$ cat src/rtl/mem_port_arbiter.sv
// mem_port_arbiter
//   Shares one memory port between an instruction-fetch requester (IF) and a
//   data-memory requester (DM). A request seen while idle is latched into the
//   registered mem_* fields and held until mem_valid returns. The response is
//   then steered to the winner as a one-cycle valid pulse with captured rdata.
//
//   Tie policy: DM always wins by default. When MEM_ARB_RR_EN is defined,
//   ties alternate, going to the requester that was not granted last.
//
// Ports
//   clk, rst                : clock (rising edge), asynchronous active-low reset
//   if_request/we_re/mask/address       : IF request (IF never writes data)
//   if_rdata, if_valid                  : IF response
//   dm_request/we_re/mask/address/wdata : DM request
//   dm_rdata, dm_valid                  : DM response
//   mem_request/we_re/mask/address/wdata: shared memory request (registered)
//   mem_rdata, mem_valid                : shared memory response
//   busy                                : high while a grant is outstanding
module mem_port_arbiter #(
    parameter int ADDRESS    = 32,
    parameter int DATA_WIDTH = 32
) (
    input  logic                  clk,
    input  logic                  rst,
    input  logic                  if_request,
    input  logic                  if_we_re,
    input  logic [3:0]            if_mask,
    input  logic [ADDRESS-1:0]    if_address,
    output logic [DATA_WIDTH-1:0] if_rdata,
    output logic                  if_valid,
    input  logic                  dm_request,
    input  logic                  dm_we_re,
    input  logic [3:0]            dm_mask,
    input  logic [ADDRESS-1:0]    dm_address,
    input  logic [DATA_WIDTH-1:0] dm_wdata,
    output logic [DATA_WIDTH-1:0] dm_rdata,
    output logic                  dm_valid,
    output logic                  mem_request,
    output logic                  mem_we_re,
    output logic [3:0]            mem_mask,
    output logic [ADDRESS-1:0]    mem_address,
    output logic [DATA_WIDTH-1:0] mem_wdata,
    input  logic [DATA_WIDTH-1:0] mem_rdata,
    input  logic                  mem_valid,
    output logic                  busy
);

    typedef enum logic [1:0] {
        IDLE     = 2'd0,
        GRANT_IF = 2'd1,
        GRANT_DM = 2'd2
    } state_t;

    state_t                r_state;
    state_t                w_next_state;
    logic                  w_pick_if;
    logic                  w_pick_dm;

    logic                  r_mem_request;
    logic                  r_mem_we_re;
    logic [3:0]            r_mem_mask;
    logic [ADDRESS-1:0]    r_mem_address;
    logic [DATA_WIDTH-1:0] r_mem_wdata;
    logic [DATA_WIDTH-1:0] r_if_rdata;
    logic                  r_if_valid;
    logic [DATA_WIDTH-1:0] r_dm_rdata;
    logic                  r_dm_valid;
`ifdef MEM_ARB_RR_EN
    logic                  r_last_dm;  // 1: DM was granted last, 0: IF
`endif

    always_comb begin
        w_next_state = r_state;
        w_pick_if    = 1'b0;
        w_pick_dm    = 1'b0;
        case (r_state)
            IDLE: begin
`ifdef MEM_ARB_RR_EN
                if (if_request && dm_request) begin
                    w_pick_dm = ~r_last_dm;
                    w_pick_if = r_last_dm;
                end else begin
                    w_pick_dm = dm_request;
                    w_pick_if = if_request;
                end
`else
                w_pick_dm = dm_request;
                w_pick_if = if_request & ~dm_request;
`endif
                if (w_pick_dm) begin
                    w_next_state = GRANT_DM;
                end else if (w_pick_if) begin
                    w_next_state = GRANT_IF;
                end
            end
            GRANT_IF, GRANT_DM: begin
                if (mem_valid) begin
                    w_next_state = IDLE;
                end
            end
            default: w_next_state = IDLE;
        endcase
    end

    always_ff @(posedge clk or negedge rst) begin
        if (!rst) begin
            r_state       <= IDLE;
            r_mem_request <= 1'b0;
            r_mem_we_re   <= 1'b0;
            r_mem_mask    <= '0;
            r_mem_address <= '0;
            r_mem_wdata   <= '0;
            r_if_rdata    <= '0;
            r_if_valid    <= 1'b0;
            r_dm_rdata    <= '0;
            r_dm_valid    <= 1'b0;
`ifdef MEM_ARB_RR_EN
            r_last_dm     <= 1'b0;
`endif
        end else begin
            r_state    <= w_next_state;
            r_if_valid <= 1'b0;
            r_dm_valid <= 1'b0;
            case (r_state)
                IDLE: begin
                    // mem_valid is ignored here; only a new grant is considered.
                    if (w_pick_dm) begin
                        r_mem_request <= 1'b1;
                        r_mem_we_re   <= dm_we_re;
                        r_mem_mask    <= dm_mask;
                        r_mem_address <= dm_address;
                        r_mem_wdata   <= dm_wdata;
`ifdef MEM_ARB_RR_EN
                        r_last_dm     <= 1'b1;
`endif
                    end else if (w_pick_if) begin
                        r_mem_request <= 1'b1;
                        r_mem_we_re   <= if_we_re;
                        r_mem_mask    <= if_mask;
                        r_mem_address <= if_address;
                        r_mem_wdata   <= '0;
`ifdef MEM_ARB_RR_EN
                        r_last_dm     <= 1'b0;
`endif
                    end
                end
                GRANT_IF: begin
                    if (mem_valid) begin
                        r_mem_request <= 1'b0;
                        r_if_rdata    <= mem_rdata;
                        r_if_valid    <= 1'b1;
                    end
                end
                GRANT_DM: begin
                    if (mem_valid) begin
                        r_mem_request <= 1'b0;
                        r_dm_rdata    <= mem_rdata;
                        r_dm_valid    <= 1'b1;
                    end
                end
                default: r_mem_request <= 1'b0;
            endcase
        end
    end

    assign mem_request = r_mem_request;
    assign mem_we_re   = r_mem_we_re;
    assign mem_mask    = r_mem_mask;
    assign mem_address = r_mem_address;
    assign mem_wdata   = r_mem_wdata;
    assign if_rdata    = r_if_rdata;
    assign if_valid    = r_if_valid;
    assign dm_rdata    = r_dm_rdata;
    assign dm_valid    = r_dm_valid;
    assign busy        = (r_state != IDLE);

endmodule
$ cat config.mk
export PLATFORM = sky130hd
export DESIGN_NAME = mem_port_arbiter
export DESIGN_NICKNAME = d
export VERILOG_FILES = /design/src/rtl/mem_port_arbiter.sv
export SDC_FILE = /design/constraint.sdc
export NUM_CORES = 1
export LEC_CHECK = 0
export BUFFER_PORTS_ARGS = -buffer_cell sky130_fd_sc_hd__buf_2
export CAP_MARGIN = 5
export CORE_MARGIN = 10
export CORE_UTILIZATION = 45
export CTS_CLUSTER_SIZE = 25
export DETAILED_ROUTE_END_ITERATION = 8
export GPL_ROUTABILITY_DRIVEN = 0
export PLACE_DENSITY = 0.79
export SYNTH_ARGS = -nofsm -noshare
export SYNTH_HDL_FRONTEND = slang
export SYNTH_SLANG_ARGS = --single-unit
$ cat constraint.sdc
create_clock -name clk -period 4.7 [get_ports clk]
set_input_delay 0.94 -clock clk [delete_from_list [all_inputs] [get_ports clk]]
set_output_delay 0.94 -clock clk [all_outputs]
set_load 0.03 [all_outputs]
==> metrics.md <==
| Metric | Value |
|---|---|
| Seq/Total Area, Yosys | `61.1%` |
| VDD IR max | `approximately 0.00039 V` |
| Critical path class | `reg2reg` |
| Post-Synth Adder-Cell Area | `0.885%` |
| # hold bufs at CTS | `0` |
| Most frequent cell after synthesis | `dfrtp_1` |
| Top routing layer in use | `met5` |
| CTS resizes | `0` |
| Placed instance count | `about 800` |
| Tot Pwr | `approximately 6.4 mW` |
| Leak Pwr | `4.02 nW` |
| Max H-tree Level | `4` |
| Net Switching | `between 2 and 3 mW` |
| Chip Height | `132 um` |
| TNS Setup | `0 ps` |
| Via-per-instance ratio | `approximately 5.0` |
| Status | `finished, final reports clean` |
| Clock Power Share | `around a fifth` |
| Post-DP HPWL | `about 13 mm` |
| Gate count after technology mapping | `354` |
| Largest net degree at the start of global routing | `between 100 and 150` |
| Slew Limit Fails | `0` |
| Register Area | `roughly 3500 um2` |
| Initial Util | `a little under half` |
| Synth Warn # | `0` |
| Measured slew at the worst slew-check pin | `~1200 ps` |
| Xor-xnor portion of the synthesized cell area | `0%` |
| Worst endpoint required time | `5040 ps` |
| Setup bufs post-CTS | `0` |
| Layout cells sized above 1 | `69.8%` |
| Mapped cell area | `5660 um2` |
| P per Cell Area | `just over 800 nW/um2` |
| Crit Path Max Fanout | `40` |
| DRT iter0 DRCs | `about 120` |
| Sequential Power Share | `31.9%` |
| Drt pass-1 iters | `4` |
| RSZ-0062 raised after global routing | `no` |
| Post-synthesis mux area share | `29.1%` |
| Die area | `roughly 17000 um2` |
| First-pass GRT wire length | `about 25 mm` |
| Vias in the first global route | `between 4000 and 5000` |
| Core area | `roughly 12000 um2` |
| Port Buffer Count | `~280` |
| Hold slack | `between 400 and 500 ps` |
| Overall via count from detail_route | `around 4000` |
| Final hold vios | `0` |
| I/O pins | `280` |
| Count of different cell masters after synthesis | `21` |
| Metal3 WL | `between 1.5 and 2 mm` |
| Rel. slew slack | `19.4%` |
| Worst-path clk slew | `50 ps` |
| Total wire length | `~16 mm` |
| Filler cells | `910` |
| Synth top area share | `just over 60%` |
| Final cell count without fillers | `between 800 and 900` |
| Clock period minus worst slack | `~2400 ps` |
| Startpoint Class | `register` |
| Area of the multi-input gates | `2060 um2` |
| Max Cap Viol | `0` |
| Post-synthesis simple-gate area fraction | `0.863%` |
| CTS Root Cell | `clkbuf_16` |
| Core Rows | `40` |
| Most area-hungry cell type in the Yosys netlist | `dfrtp_1` |
| Post-route ant nets | `0` |
| CTS max path bufs | `2` |
| Post-synth top cells | `138 x dfrtp_1, 120 x mux2_2, 32 x a22o_1, 19 x mux2_4, 10 x buf_2` |
| Switching Share | `around two fifths` |
| Syn Area/Cell | `between 15 and 20 um2` |
| Synth top area cells | `dfrtp_1 61%, mux2_2 24%, mux2_4 5.0%` |
| Nets | `about 780` |
| Main combinational cell family by area after synthesis | `multiplexers` |
| Met1 wire length | `5.80 mm` |
| CTS buffer count | `17` |
| Async set-reset flop share out of synthesis | `between 90% and 100%` |
| Clk Latency, worst-skew pair | `410 ps` |
| Ys flop type | `dfrtp_1` |
| Tightest Hold Check Type | `reg2reg` |
| Number of flops mapped to enable cells by yosys | `0` |
| Synth Area in Compound Gates | `between 5 and 6%` |
| Wirelength per Cell | `between 15 and 20 um` |
| FMAX | `around 410 MHz` |
| Clock skew | `a little over 7 ps` |
| Initial antenna violation count | `2` |
| Mapped Nets | `501` |
| Sink Count | `~140` |
| Final core occ | `between 60% and 70%` |
| TritonCTS clock tree | `yes` |
| GRT Residual Overflow | `0` |
| GRT Overall Usage | `18.0%` |
| DRC | `0` |
| Logic pwr share | `a little under half` |
| DR WL met2 | `between 8 and 9 mm` |
| Area growth syn-to-layout | `37.3%` |
| Final Setup Violations | `0` |
| Final Cycle Share | `~52%` |
| FF+latch count, synth | `roughly 140` |
| Critical Path AT | `~2800 ps` |
| Die width | `approximately 130 um` |
| Internal Pwr Total | `~3.7 mW` |
| CP endpoint kind | `register` |
-- layer usage --
metal	vias up	track usage, %
li1	1850	-
met1	1967	17.8
met2	196	31.3
met3	30	8.69
met4	2	7.66
met5	-	0
-- final timing paths --
kind	start	endpoint	slack (ps)	cells after the start
setup / recovery	r_state[0]	mem_wdata[11]	2250	6
hold / removal	mem_request	mem_request	490	1
setup reg to reg	r_state[0]	mem_wdata[11]	2250	6
hold reg to reg	mem_request	mem_request	490	1
max in group asynchronous	rst	mem_address[27]	3050	2
min in group asynchronous	rst	mem_address[31]	650	1
-- stage by stage --
| step | cell area, um2 | setup slack [ps] |
|---|---|---|
| finish | 7760 | 2250 |
| global route | 7760 | 2070 |
| floorplan | 5660 | 2650 |
| global placement | 7180 | 1860 |
| detailed placement | 7180 | 1810 |
| CTS | 7760 | 2240 |
-- cell usage in the layout, fill, tap and decap left out, drive strengths merged, types with 2 or more instances in the layout --
cell	n
nand2b	2
clkinv	5
mux2	139
buf	283
inv	5
ha	4
o21ai	2
nand2	4
bufinv	2
a22o	32
dfrtp	138
clkbuf	25
-- cells by family (layout without fill, tap and decap cells) --
logic type      Yosys count  in the layout
fa+ha+maj                 4              4
buf+inv                  26            320
simple gates              9              9
compound gates           37             37
other cells               0              1
mux                     140            140
flops                   138            138
-- critical path, stage by stage, from the launching register on --
cell     delay [ps]
dfrtp_1         380
inv_1           100
ha_1            270
mux2_2          290
nand2_2         650
buf_4           460
a22o_1          200
-- power by group through the flow --
| stage | clock (mW) | combinational [mW] | sequential, mW |
|---|---|---|---|
| 2_1_floorplan | 0 | 1.04 | 3.15 |
| 5_1_grt | 1.38 | 3.23 | 2.10 |
| 3_5_place_dp | 0 | 3.10 | 2.05 |
| 6_report | 1.30 | 3.05 | 2.03 |
| 4_1_cts | 1.33 | 3.10 | 2.04 |
| 3_3_place_gp | 0 | 3.03 | 2.01 |
-- state kept, by name, summed over array words and instances (netlist names) --
| signal | flops |
|---|---|
| if_rdata | 32 |
| mem_we_re | 1 |
| mem_address | 32 |
| mem_wdata | 32 |
| mem_mask | 4 |
| dm_rdata | 32 |
| dm_valid | 1 |
| r_state | 2 |
| mem_request | 1 |
| if_valid | 1 |
-- layout make-up --
type | count | area share (%)
clock inverter | 7 | 1.14
sequential | 138 | 44.5
tap | 168 | 2.71
inverter | 5 | 0.242
timing repair buffer | 283 | 18.4
multi-input combinational | 190 | 26.6
antenna | 1 | 0.0322
clock buffer | 25 | 6.38
Note: power is estimated with default switching activity, not from simulation.
